--- config.mk ---
export PLATFORM = sky130hd
export DESIGN_NAME = branch_ctrl
export DESIGN_NICKNAME = d
export VERILOG_FILES = /design/src/rtl/branch_ctrl_pkg.sv /design/src/rtl/branch_cond.sv /design/src/rtl/branch_ctrl.sv
export SDC_FILE = /design/constraint.sdc
export NUM_CORES = 1
export LEC_CHECK = 0
export ABC_AREA = 1
export ABC_CLOCK_PERIOD_IN_PS = 2200
export BUFFER_PORTS_ARGS = -buffer_cell sky130_fd_sc_hd__buf_4
export CORE_AREA = 4 4 111 113
export CTS_CLUSTER_SIZE = 12
export DETAILED_ROUTE_END_ITERATION = 12
export DIE_AREA = 0 0 115 117
export GPL_TIMING_DRIVEN = 1
export PLACE_DENSITY = 0.81
export SKIP_CTS_REPAIR_TIMING = 1
export SYNTH_ARGS = -nofsm -noshare
export SYNTH_HDL_FRONTEND = slang
export SYNTH_SLANG_ARGS = --single-unit
--- constraint.sdc ---
create_clock -name clk -period 2.2 [get_ports clk]
set_clock_uncertainty 0.1 [all_clocks]
set_input_delay 0.33 -clock clk [delete_from_list [all_inputs] [get_ports clk]]
set_output_delay 0.33 -clock clk [all_outputs]
set_load 0.005 [all_outputs]
--- src/rtl/branch_ctrl_pkg.sv ---
// Shared decode constants, FSM state type and branch target helper for the ID-stage branch controller.
package branch_ctrl_pkg;

  localparam logic [5:0] OP_SPECIAL = 6'b000000;
  localparam logic [5:0] OP_REGIMM  = 6'b000001;
  localparam logic [5:0] OP_J       = 6'b000010;
  localparam logic [5:0] OP_JAL     = 6'b000011;
  localparam logic [5:0] OP_BEQ     = 6'b000100;
  localparam logic [5:0] OP_BNE     = 6'b000101;
  localparam logic [5:0] OP_BLEZ    = 6'b000110;
  localparam logic [5:0] OP_BGTZ    = 6'b000111;
  localparam logic [5:0] FN_JR      = 6'b001000;
  localparam logic [4:0] RT_BLTZ    = 5'b00000;
  localparam logic [4:0] RT_BGEZ    = 5'b00001;

  typedef enum logic [1:0] {
    ST_IDLE  = 2'd0,
    ST_WAIT  = 2'd1,
    ST_SLOT  = 2'd2,
    ST_REDIR = 2'd3
  } state_t;

  function automatic logic [31:0] br_target(input logic [31:0] pc4, input logic [15:0] imm);
    return pc4 + {{14{imm[15]}}, imm, 2'b00};
  endfunction

endpackage

--- src/rtl/branch_cond.sv ---
// Combinational decode of control-transfer ops: taken condition, operand needs and target kind.
module branch_cond
  import branch_ctrl_pkg::*;
(
  input  logic [5:0]  i_op,
  input  logic [4:0]  i_rt,
  input  logic [5:0]  i_funct,
  input  logic [31:0] i_rs_val,
  input  logic [31:0] i_rt_val,
  output logic        o_ctrl,
  output logic        o_taken,
  output logic        o_need_rs,
  output logic        o_need_rt,
  output logic        o_is_j,
  output logic        o_is_jr
);

  logic w_rs_neg;
  logic w_rs_zero;
  logic w_eq;

  assign w_rs_neg  = i_rs_val[31];
  assign w_rs_zero = (i_rs_val == 32'd0);
  assign w_eq      = (i_rs_val == i_rt_val);

  always_comb begin
    o_ctrl    = 1'b0;
    o_taken   = 1'b0;
    o_need_rs = 1'b0;
    o_need_rt = 1'b0;
    o_is_j    = 1'b0;
    o_is_jr   = 1'b0;
    case (i_op)
      OP_BEQ: begin
        o_ctrl = 1'b1; o_need_rs = 1'b1; o_need_rt = 1'b1; o_taken = w_eq;
      end
      OP_BNE: begin
        o_ctrl = 1'b1; o_need_rs = 1'b1; o_need_rt = 1'b1; o_taken = !w_eq;
      end
      OP_BLEZ: begin
        o_ctrl = 1'b1; o_need_rs = 1'b1; o_taken = w_rs_neg | w_rs_zero;
      end
      OP_BGTZ: begin
        o_ctrl = 1'b1; o_need_rs = 1'b1; o_taken = !w_rs_neg & !w_rs_zero;
      end
      OP_REGIMM: begin
        // Only bltz/bgez are recognised; other REGIMM forms fall through as non-control.
        if (i_rt == RT_BLTZ) begin
          o_ctrl = 1'b1; o_need_rs = 1'b1; o_taken = w_rs_neg;
        end else if (i_rt == RT_BGEZ) begin
          o_ctrl = 1'b1; o_need_rs = 1'b1; o_taken = !w_rs_neg;
        end
      end
      OP_J, OP_JAL: begin
        o_ctrl = 1'b1; o_taken = 1'b1; o_is_j = 1'b1;
      end
      OP_SPECIAL: begin
        if (i_funct == FN_JR) begin
          o_ctrl = 1'b1; o_need_rs = 1'b1; o_taken = 1'b1; o_is_jr = 1'b1;
        end
      end
      default: ;
    endcase
  end

endmodule

--- src/rtl/branch_ctrl.sv ---
// ID-stage branch sequencer: stalls for operands, resolves in the ready cycle, waits for the delay
// slot, then holds a registered redirect (pc/valid stable) until fetch asserts redirect_ready.
module branch_ctrl
  import branch_ctrl_pkg::*;
(
  input  logic        clk,
  input  logic        rst,
  input  logic        id_valid,
  input  logic [31:0] id_inst,
  input  logic [31:0] id_pc,
  input  logic [31:0] rs_val,
  input  logic [31:0] rt_val,
  input  logic        rs_ready,
  input  logic        rt_ready,
  input  logic        slot_valid,
  input  logic        flush,
  output logic        id_stall,
  output logic        redirect_valid,
  input  logic        redirect_ready,
  output logic [31:0] redirect_pc,
  output logic        br_taken
);

  state_t      r_state;
  logic [31:0] r_target;
  logic        r_redir_vld;

  logic        w_ctrl;
  logic        w_taken;
  logic        w_need_rs;
  logic        w_need_rt;
  logic        w_is_j;
  logic        w_is_jr;
  logic [31:0] w_pc4;
  logic [31:0] w_target;
  logic        w_eval;
  logic        w_hit;
  logic        w_ops_ok;
  logic        w_resolve;

  branch_cond u_cond (
    .i_op      (id_inst[31:26]),
    .i_rt      (id_inst[20:16]),
    .i_funct   (id_inst[5:0]),
    .i_rs_val  (rs_val),
    .i_rt_val  (rt_val),
    .o_ctrl    (w_ctrl),
    .o_taken   (w_taken),
    .o_need_rs (w_need_rs),
    .o_need_rt (w_need_rt),
    .o_is_j    (w_is_j),
    .o_is_jr   (w_is_jr)
  );

  assign w_pc4 = id_pc + 32'd4;

  always_comb begin
    w_target = br_target(w_pc4, id_inst[15:0]);
    if (w_is_jr) begin
      w_target = rs_val;
    end else if (w_is_j) begin
      w_target = {w_pc4[31:28], id_inst[25:0], 2'b00};
    end
  end

  // Instructions in ID are only evaluated before a transfer is pending; SLOT ignores them.
  assign w_eval    = (r_state == ST_IDLE) || (r_state == ST_WAIT);
  assign w_hit     = w_eval & id_valid & w_ctrl;
  assign w_ops_ok  = (!w_need_rs | rs_ready) & (!w_need_rt | rt_ready);
  assign w_resolve = w_hit & w_ops_ok & w_taken & !flush;

  assign br_taken       = w_resolve & !rst;
  assign id_stall       = !rst & ((r_state == ST_REDIR) | (w_hit & !w_ops_ok));
  assign redirect_valid = r_redir_vld;
  assign redirect_pc    = r_target;

  always_ff @(posedge clk or posedge rst) begin
    if (rst) begin
      r_state     <= ST_IDLE;
      r_target    <= 32'd0;
      r_redir_vld <= 1'b0;
    end else if (flush) begin
      // A flush coinciding with redirect_ready still ends in IDLE, so the handshake completes.
      r_state     <= ST_IDLE;
      r_target    <= 32'd0;
      r_redir_vld <= 1'b0;
    end else begin
      case (r_state)
        ST_IDLE, ST_WAIT: begin
          if (w_hit && !w_ops_ok) begin
            r_state <= ST_WAIT;
          end else if (w_resolve) begin
            r_state  <= ST_SLOT;
            r_target <= w_target;
          end else begin
            r_state <= ST_IDLE;
          end
        end
        ST_SLOT: begin
          if (slot_valid) begin
            r_state     <= ST_REDIR;
            r_redir_vld <= 1'b1;
          end
        end
        ST_REDIR: begin
          if (redirect_ready) begin
            r_state     <= ST_IDLE;
            r_redir_vld <= 1'b0;
          end
        end
      endcase
    end
  end

endmodule
==> results of run 1 <==
[per-stage QoR]
stage,cell area (um^2),util (%),TNS (ps)
2_1_floorplan,6260,-,-5910
3_5_place_dp,8780,77.6,-21060
3_3_place_gp,8780,77.6,-19350
4_1_cts,8930,78.9,-13700
[cells by family after synthesis]
family | Yosys count | synth area share [%]
buf+inv | 195 | 12.9
simple gates | 683 | 48.1
flops | 35 | 14.5
fa+ha+maj | 36 | 7.58
xor+xnor | 58 | 8.40
compound gates | 97 | 8.53
[routing by layer]
metal	overflow	global-route usage (%)
met5	0	6.30
met1	0	59.0
met4	3	56.7
met2	1	83.4
met3	0	36.5
==> metrics.cfg, run 1 <==
[clock_tree]
h-tree-depth=2
numCtsBuffers=5
clk_path_buf_depth=2
root_buffer=clkbuf_16
cts_num_sinks=35

[synthesis]
synth-seq-cells=35
synth_common_cells=nand2_1, inv_1, nor2_1
synth_area_mm2=0.00604
synthArstFlopShare_pct=100
synth_area_leaders=nand2_1, dfrtp_1, inv_1
synth-seq-area-share_pct=14.5
synthDistinctLibCells=40
netlist_instances=1104
synth_top_area_share_pct=23.0
yosysMostFrequentCell=nand2_1
synth_edf_count=0
synth_top_area_cell=nand2_1
syn_nets=1276
syn_area_per_cell_um2=5.48
synth-main-ff-cell=dfrtp_1
ys_warn_count=0

[place]
dp_hpwl_um=18700
place_worst_setup_slack_ps=-1070
portBuffers=170
place.gp.congestion=1.04
placed_cells=1550

[global_routing]
overflow=4
grt_use_total_pct=59.3
grt_max_degree=47

[outcome]
stop_stage=global routing
stop_error=[ERROR GRT-0232] Routing congestion too high. Check the congestion heatmap in the GUI.
status=aborted with a tool error

[sta]
worstEndpointType=register data pin
worst_endpoint=redirect_pc[29]$_DFFE_PP0P_/D

[floorplanning]
ios=171
die_height_um=117
start_util_pct=53.4
die_w_um=115
rows=39

==> run 2: changes to the inputs <==
CORE_AREA = 4 4 130 132   (was 4 4 111 113)
CTS_CLUSTER_SIZE = unset   (was 12)
DIE_AREA = 0 0 134 136   (was 0 0 115 117)
PLACE_DENSITY = unset   (was 0.81)
PLACE_DENSITY_LB_ADDON = 0.15   (was unset)
==> run 2 against run 1 <==
The flow now finishes, with violations (setup timing); synthesized cell count unchanged; synthesized area unchanged.
==> metrics.cfg, run 2 <==
[outcome]
status=finished, violations left
failed_checks=setup timing

[power]
ir_drop_mv=0.302
p_per_area_mw_per_mm2=324
p_leak_nw=5.48

[sta]
fin_crit_ps=2820
clock.fmax_ghz=0.355
layout_setup_ws_ps=-620
setup_tns_ps=-10440
rsz0062_at_grt=true
min_period_over_period_pct=128
relSlewSlack_pct=68.1
setup_viol=24
hold_viol_final=0
slew_viol_final=0
worstMarginPinSlew_ps=478

[global_routing]
antenna_found_initial=0
grt_max_degree=47
grt_first_pass_wirelength_um=36700
overflow=0
grt_use_total_pct=24.8
grt_pass1_vias=7692

[cells_and_area]
final_nets=1603
antennaDiodeCount=0
final_cell_mix=buf_4, nand2_1, inv_1
fin_cells=1647
mostFrequentLayoutCell=buf_4
largest_register_ffs=32
final_core_util_pct=65.1
syn_to_final_growth_pct=69.2
layout-drive-gt1-share_pct=41.3
fillCellCount=1498

[detailed_routing]
routed_wl_um=24200
antenna_left=0
drtPass1Iterations=5
vias_per_cell=4.96
vias=8163
post_drt_wl_per_cell_um=14.7
drc=0
drt_first_iter_violations=464

[clock_tree]
cts_num_sinks=35  ; unchanged
numCtsBuffers=5  ; unchanged
clk_path_buf_depth=2  ; unchanged
cts_tree=built
root_buffer=clkbuf_16
path_clk_slew_ps=60
clkLatencyLatePin_ps=280
h-tree-depth=2  ; unchanged

[setup_path]
critical-path-slowest-cell=ha_4
cp_cell_sequence=buf_8, ha_4, inv_2, nor2_4, inv_2, buf_4, nor3b_4, xnor2_1, inv_1, ha_4, nand2_1, nor2_2, inv_1, o21bai_2, inv_1, nand3b_1, nand3_1, a21oi_2, nand3_1, nand2_1
slowest_delay_ps=300
r2r_start=r_state[1]
cp_data_required_time_ps=2320
crit_path_start_kind=input port
path_buf_inv=7
path_class=in -> reg
crit_arrival_ps=2940
endpoint_kind=flop
cp-startpoint=id_pc[3]
crit_top_cell=inv_1
path_delay_family=simple AND/OR/NAND/NOR gates
crit_fanout=4

[floorplanning]
die_height_um=136  ; +16%
die_w_um=134  ; +17%
core_area_mm2=0.0157
rows=46  ; +18%
start_util_pct=38.5  ; -15 points
ios=171  ; unchanged
die-area_mm2=0.0182

[synthesis]
yosysMostFrequentCell=nand2_1
syn_nets=1276  ; unchanged
synth_common_cells=nand2_1, inv_1, nor2_1
synth_top_area_cell=nand2_1
synth_top_family_by_area=simple AND/OR/NAND/NOR gates
netlist_instances=1104  ; unchanged
syn_area_per_cell_um2=5.48  ; unchanged
yosys.area_share.xor_xnor_pct=8.40  ; unchanged
synthAdderAreaFrac_pct=7.58  ; unchanged
synth_simple_gate_area_share_pct=48.1  ; unchanged
synth_top_area_share_pct=23.0  ; unchanged
synth_area_mm2=0.00604  ; unchanged
synth_area_leaders=nand2_1, dfrtp_1, inv_1
ys_warn_count=0  ; unchanged
synth-seq-area-share_pct=14.5  ; unchanged
synth-seq-cells=35  ; unchanged
synth_edf_count=0  ; unchanged
synth-main-ff-cell=dfrtp_1
synth_compound_area_share_pct=8.53  ; unchanged
synthArstFlopShare_pct=100  ; unchanged
synth_mux_area_share_pct=0  ; unchanged
synthDistinctLibCells=40  ; unchanged

[place]
portBuffers=170  ; unchanged
placed_cells=1627  ; +5.0%
dp_hpwl_um=19600  ; +4.6%
place.gp.congestion=0.966  ; -7.2%
place_worst_setup_slack_ps=-1080  ; -4.38 ps

[worst_hold_path]
hold_path_class=in -> async

[run]
maxCapViolCount=0

==> run 2: cell counts after synthesis <==
Identical to the previous run, type by type.
==> run 2: final cells by class <==
cell class,count,area [um^2],share of cell area (%)
flip-flops and latches,35,876,8.56
clock inverters,1,5.00,0.0489
well taps,216,270,2.64
clock buffers,6,139,1.36
repair buffers,341,2670,26.1
multi-input cells,874,5610,54.8
inverters,174,663,6.48
==> run 2: worst reg2reg max path, stage by stage (launching register included) <==
cell and delay (ps):
dfrtp_1 410, nor2_1 150, o21ai_2 90, nor2_4 120, nand2_4 70, buf_4 140, buf_12 130, nor2_8 230
nand2_1 110, nand2_1 80
==> run 2: metal layers <==
layer | part of all wire (%) | up-vias | global-route usage (%) | routed length (um)
met5 | 0 | - | 0 | 0
met4 | 2.5 | 0 | 6.63 | 607
met3 | 5.2 | 45 | 3.26 | 1270
met2 | 49 | 243 | 42.8 | 11800
met1 | 43 | 3759 | 32.6 | 10500
li1 | - | 4116 | - | -
==> run 2: cell families after synthesis <==
| group | Yosys count |
|---|---|
| and+or+nand+nor | 683 |
| adders and majority gates | 36 |
| AOI/OAI and AO/OA | 97 |
| buffers and inverters | 195 |
| xor gates and xnor gates | 58 |
| DFF | 35 |
==> run 2: power breakdown <==
part           switching [mW]  total (mW)  internal, mW  leakage [nW]
Combinational            1.03        1.95         0.926          4.92
Clock                   0.267       0.709         0.442        0.0727
Sequential            0.00132       0.647         0.646         0.489
==> run 2: metrics by stage <==
| step | hold WS (ps) | instance area (um^2) | total power, mW |
|---|---|---|---|
| 2_1_floorplan | 384 | 6260 | 1.47 |
| 3_3_place_gp | 390 | 8920 | 2.23 |
| 3_5_place_dp | 386 | 8920 | 2.24 |
| 4_1_cts | 90.4 | 9060 | 2.95 |
| 5_1_grt | 126 | 10200 | 3.51 |
| 6_report | 79.1 | 10200 | 3.31 |
==> run 2: path summary, 6_finish.rpt <==
path,endpoint,slack [ps],cells after the start
min in group clk,r_state[0],250,3
hold / removal,r_state[0],80,3
setup / recovery,redirect_pc[18],-620,20
hold reg to reg,redirect_pc[29],410,2
max in group asynchronous,redirect_pc[20],1600,3
setup reg to reg,redirect_pc[14],500,9
No activity file was read; power rests on OpenSTA's default activity.
==> run 3: changes to the inputs <==
TNS_END_PERCENT = 30   (was unset)
==> run 3 against run 2 <==
The flow still finishes with violations (setup timing); routed wire length up 5.0%; first-iteration DRC count rose by 2.2%; maximum frequency fell by 2.8%; die area unchanged; via count decreased by 0.92%; critical path depth rose by 2; flip-flop and latch count unchanged; critical endpoint is now redirect_pc[27].
==> metrics.cfg, run 3 (synthesis gave the netlist of run 2 again) <==
[sta]
setup_tns_ps=-12300  ; -1860 ps
setup_viol=25  ; +4.2%
clock.fmax_ghz=0.345  ; -2.8%
worstMarginPinSlew_ps=480  ; +1.94 ps
rsz0062_at_grt=true
slew_viol_final=0  ; unchanged
timing.hold.ws_ps=78.6  ; -0.579 ps
relSlewSlack_pct=68.0  ; -0.13 points
fin_crit_ps=2900  ; +82.2 ps
min_period_over_period_pct=132  ; +3.7 points
layout_setup_ws_ps=-703  ; -82.2 ps
hold_viol_final=0  ; unchanged

[power]
power.total_mw=3.36  ; +1.7%
p_per_area_mw_per_mm2=334  ; +3.3%
p_leak_nw=5.52  ; +0.71%
ir_drop_mv=0.271  ; -10%

[global_routing]
overflow=0  ; unchanged
grt_first_pass_wirelength_um=37700  ; +2.9%
grt_max_degree=47  ; unchanged
grt_pass1_vias=7465  ; -3.0%
grt_use_total_pct=26.0  ; +1.2 points
antenna_found_initial=0  ; unchanged

[detailed_routing]
routed_wl_um=25400  ; +5.0%
vias_per_cell=4.90  ; -1.2%
wl_met2_um=12500  ; +5.4%
drc=0  ; unchanged
wl_met1_um=11200  ; +6.5%
drtPass1Iterations=5  ; unchanged
vias=8088  ; -0.92%
routed-wl-met3_um=1340  ; +5.8%
topRoutingLayerUsed=met4
post_drt_wl_per_cell_um=15.4  ; +4.8%
antenna_left=0  ; unchanged
drt_first_iter_violations=474  ; +2.2%

[setup_path]
slowest_delay_ps=360  ; +60 ps
path_class=in -> reg
cp_cell_sequence=buf_8, ha_4, inv_2, nor2_4, inv_2, nor4_4, buf_4, nand3_4, nor2_4, xor2_1, ha_1, nand2_2, buf_6, buf_6, nor3_4, and2_4, nand2_4, nand3_2, nand3_2, a21oi_2, nand3_1, nand2_1
crit_arrival_ps=3030  ; +90 ps
critical-path-slowest-cell=ha_1
endpoint_kind=flop
crit_fanout=3  ; -1
cp_data_required_time_ps=2330  ; about the same
crit_path_start_kind=input port

[cells_and_area]
mostFrequentLayoutCell=buf_4
antennaDiodeCount=0  ; unchanged
final_cell_mix=buf_4, nand2_1, inv_1
fin_cells=1651  ; +0.24%
largest_register_ffs=32  ; unchanged
layout-drive-gt1-share_pct=39.8  ; -1.5 points
syn_to_final_growth_pct=66.6
final_nets=1606  ; +0.19%

[run]
maxCapViolCount=0  ; unchanged

[floorplanning]
ios=171  ; unchanged
die_w_um=134  ; unchanged
die_height_um=136  ; unchanged
die-area_mm2=0.0182  ; unchanged
start_util_pct=38.5  ; unchanged
core_area_mm2=0.0157  ; unchanged
rows=46  ; unchanged

[place]
placed_cells=1636  ; +0.55%
dp_hpwl_um=20800  ; +6.1%
place.gp.congestion=0.939  ; -2.8%
place_worst_setup_slack_ps=-1240  ; -163 ps
portBuffers=170  ; unchanged

[clock_tree]
cts_num_sinks=35  ; unchanged
clkLatencyLatePin_ps=290  ; about the same
clk_path_buf_depth=2  ; unchanged
h-tree-depth=2  ; unchanged
cts_tree=built
path_clk_slew_ps=60  ; about the same
numCtsBuffers=5  ; unchanged
root_buffer=clkbuf_16

[worst_hold_path]
hold_path_class=in -> async

[outcome]
status=finished, violations left
failed_checks=setup timing

## run 3: through the flow
stage               util (%)  cell area, um^2
floorplan                  -             6130
global placement        56.2             8830
detailed placement      56.2             8830
CTS                     57.3             9010
global route            64.1            10100
finish                  64.1            10100
## run 3: path summary, 6_finish.rpt
kind	end	startpoint	slack, ps	cells past startpoint
worst max-delay path	redirect_pc[27]	id_pc[3]	-700	22
worst min-delay path	redirect_pc[19]	rst	80	3
worst max register to register	redirect_pc[30]	r_state[1]	610	8
worst min register to register	redirect_valid	redirect_valid	400	1
max in group asynchronous	redirect_pc[3]	rst	1590	3
min in group clk	r_state[0]	redirect_ready	250	3
## run 3: critical path, delay by kind of cell
| family | cells | cell delay [ps] |
|---|---|---|
| adders and majority gates | 2 | 490 |
| and+or+nand+nor | 12 | 1360 |
| xor gates and xnor gates | 1 | 80 |
| buffers and inverters | 6 | 590 |
| AOI/OAI and AO/OA | 1 | 160 |
## run 3: final cells by class
| class | count | area (um^2) |
|---|---|---|
| fill | 1507 | 5640 |
| tap | 216 | 270 |
| inverter | 174 | 658 |
| sequential | 35 | 876 |
| timing repair buffer | 344 | 2670 |
| multi-input combinational | 874 | 5420 |
| clock buffer | 6 | 139 |
| clock inverter | 2 | 35.0 |
## run 3: routing by layer
metal  vias up  track usage (%)
li1       4114                -
met1      3701             34.8
met2       249             45.5
met3        24             3.22
met4         0             4.51
met5         -                0
## run 3: report_power, final
group	internal (mW)	switching, mW
combinational	0.866	0.994
clock	0.564	0.294
sequential	0.646	0.00129
total	2.08	1.29
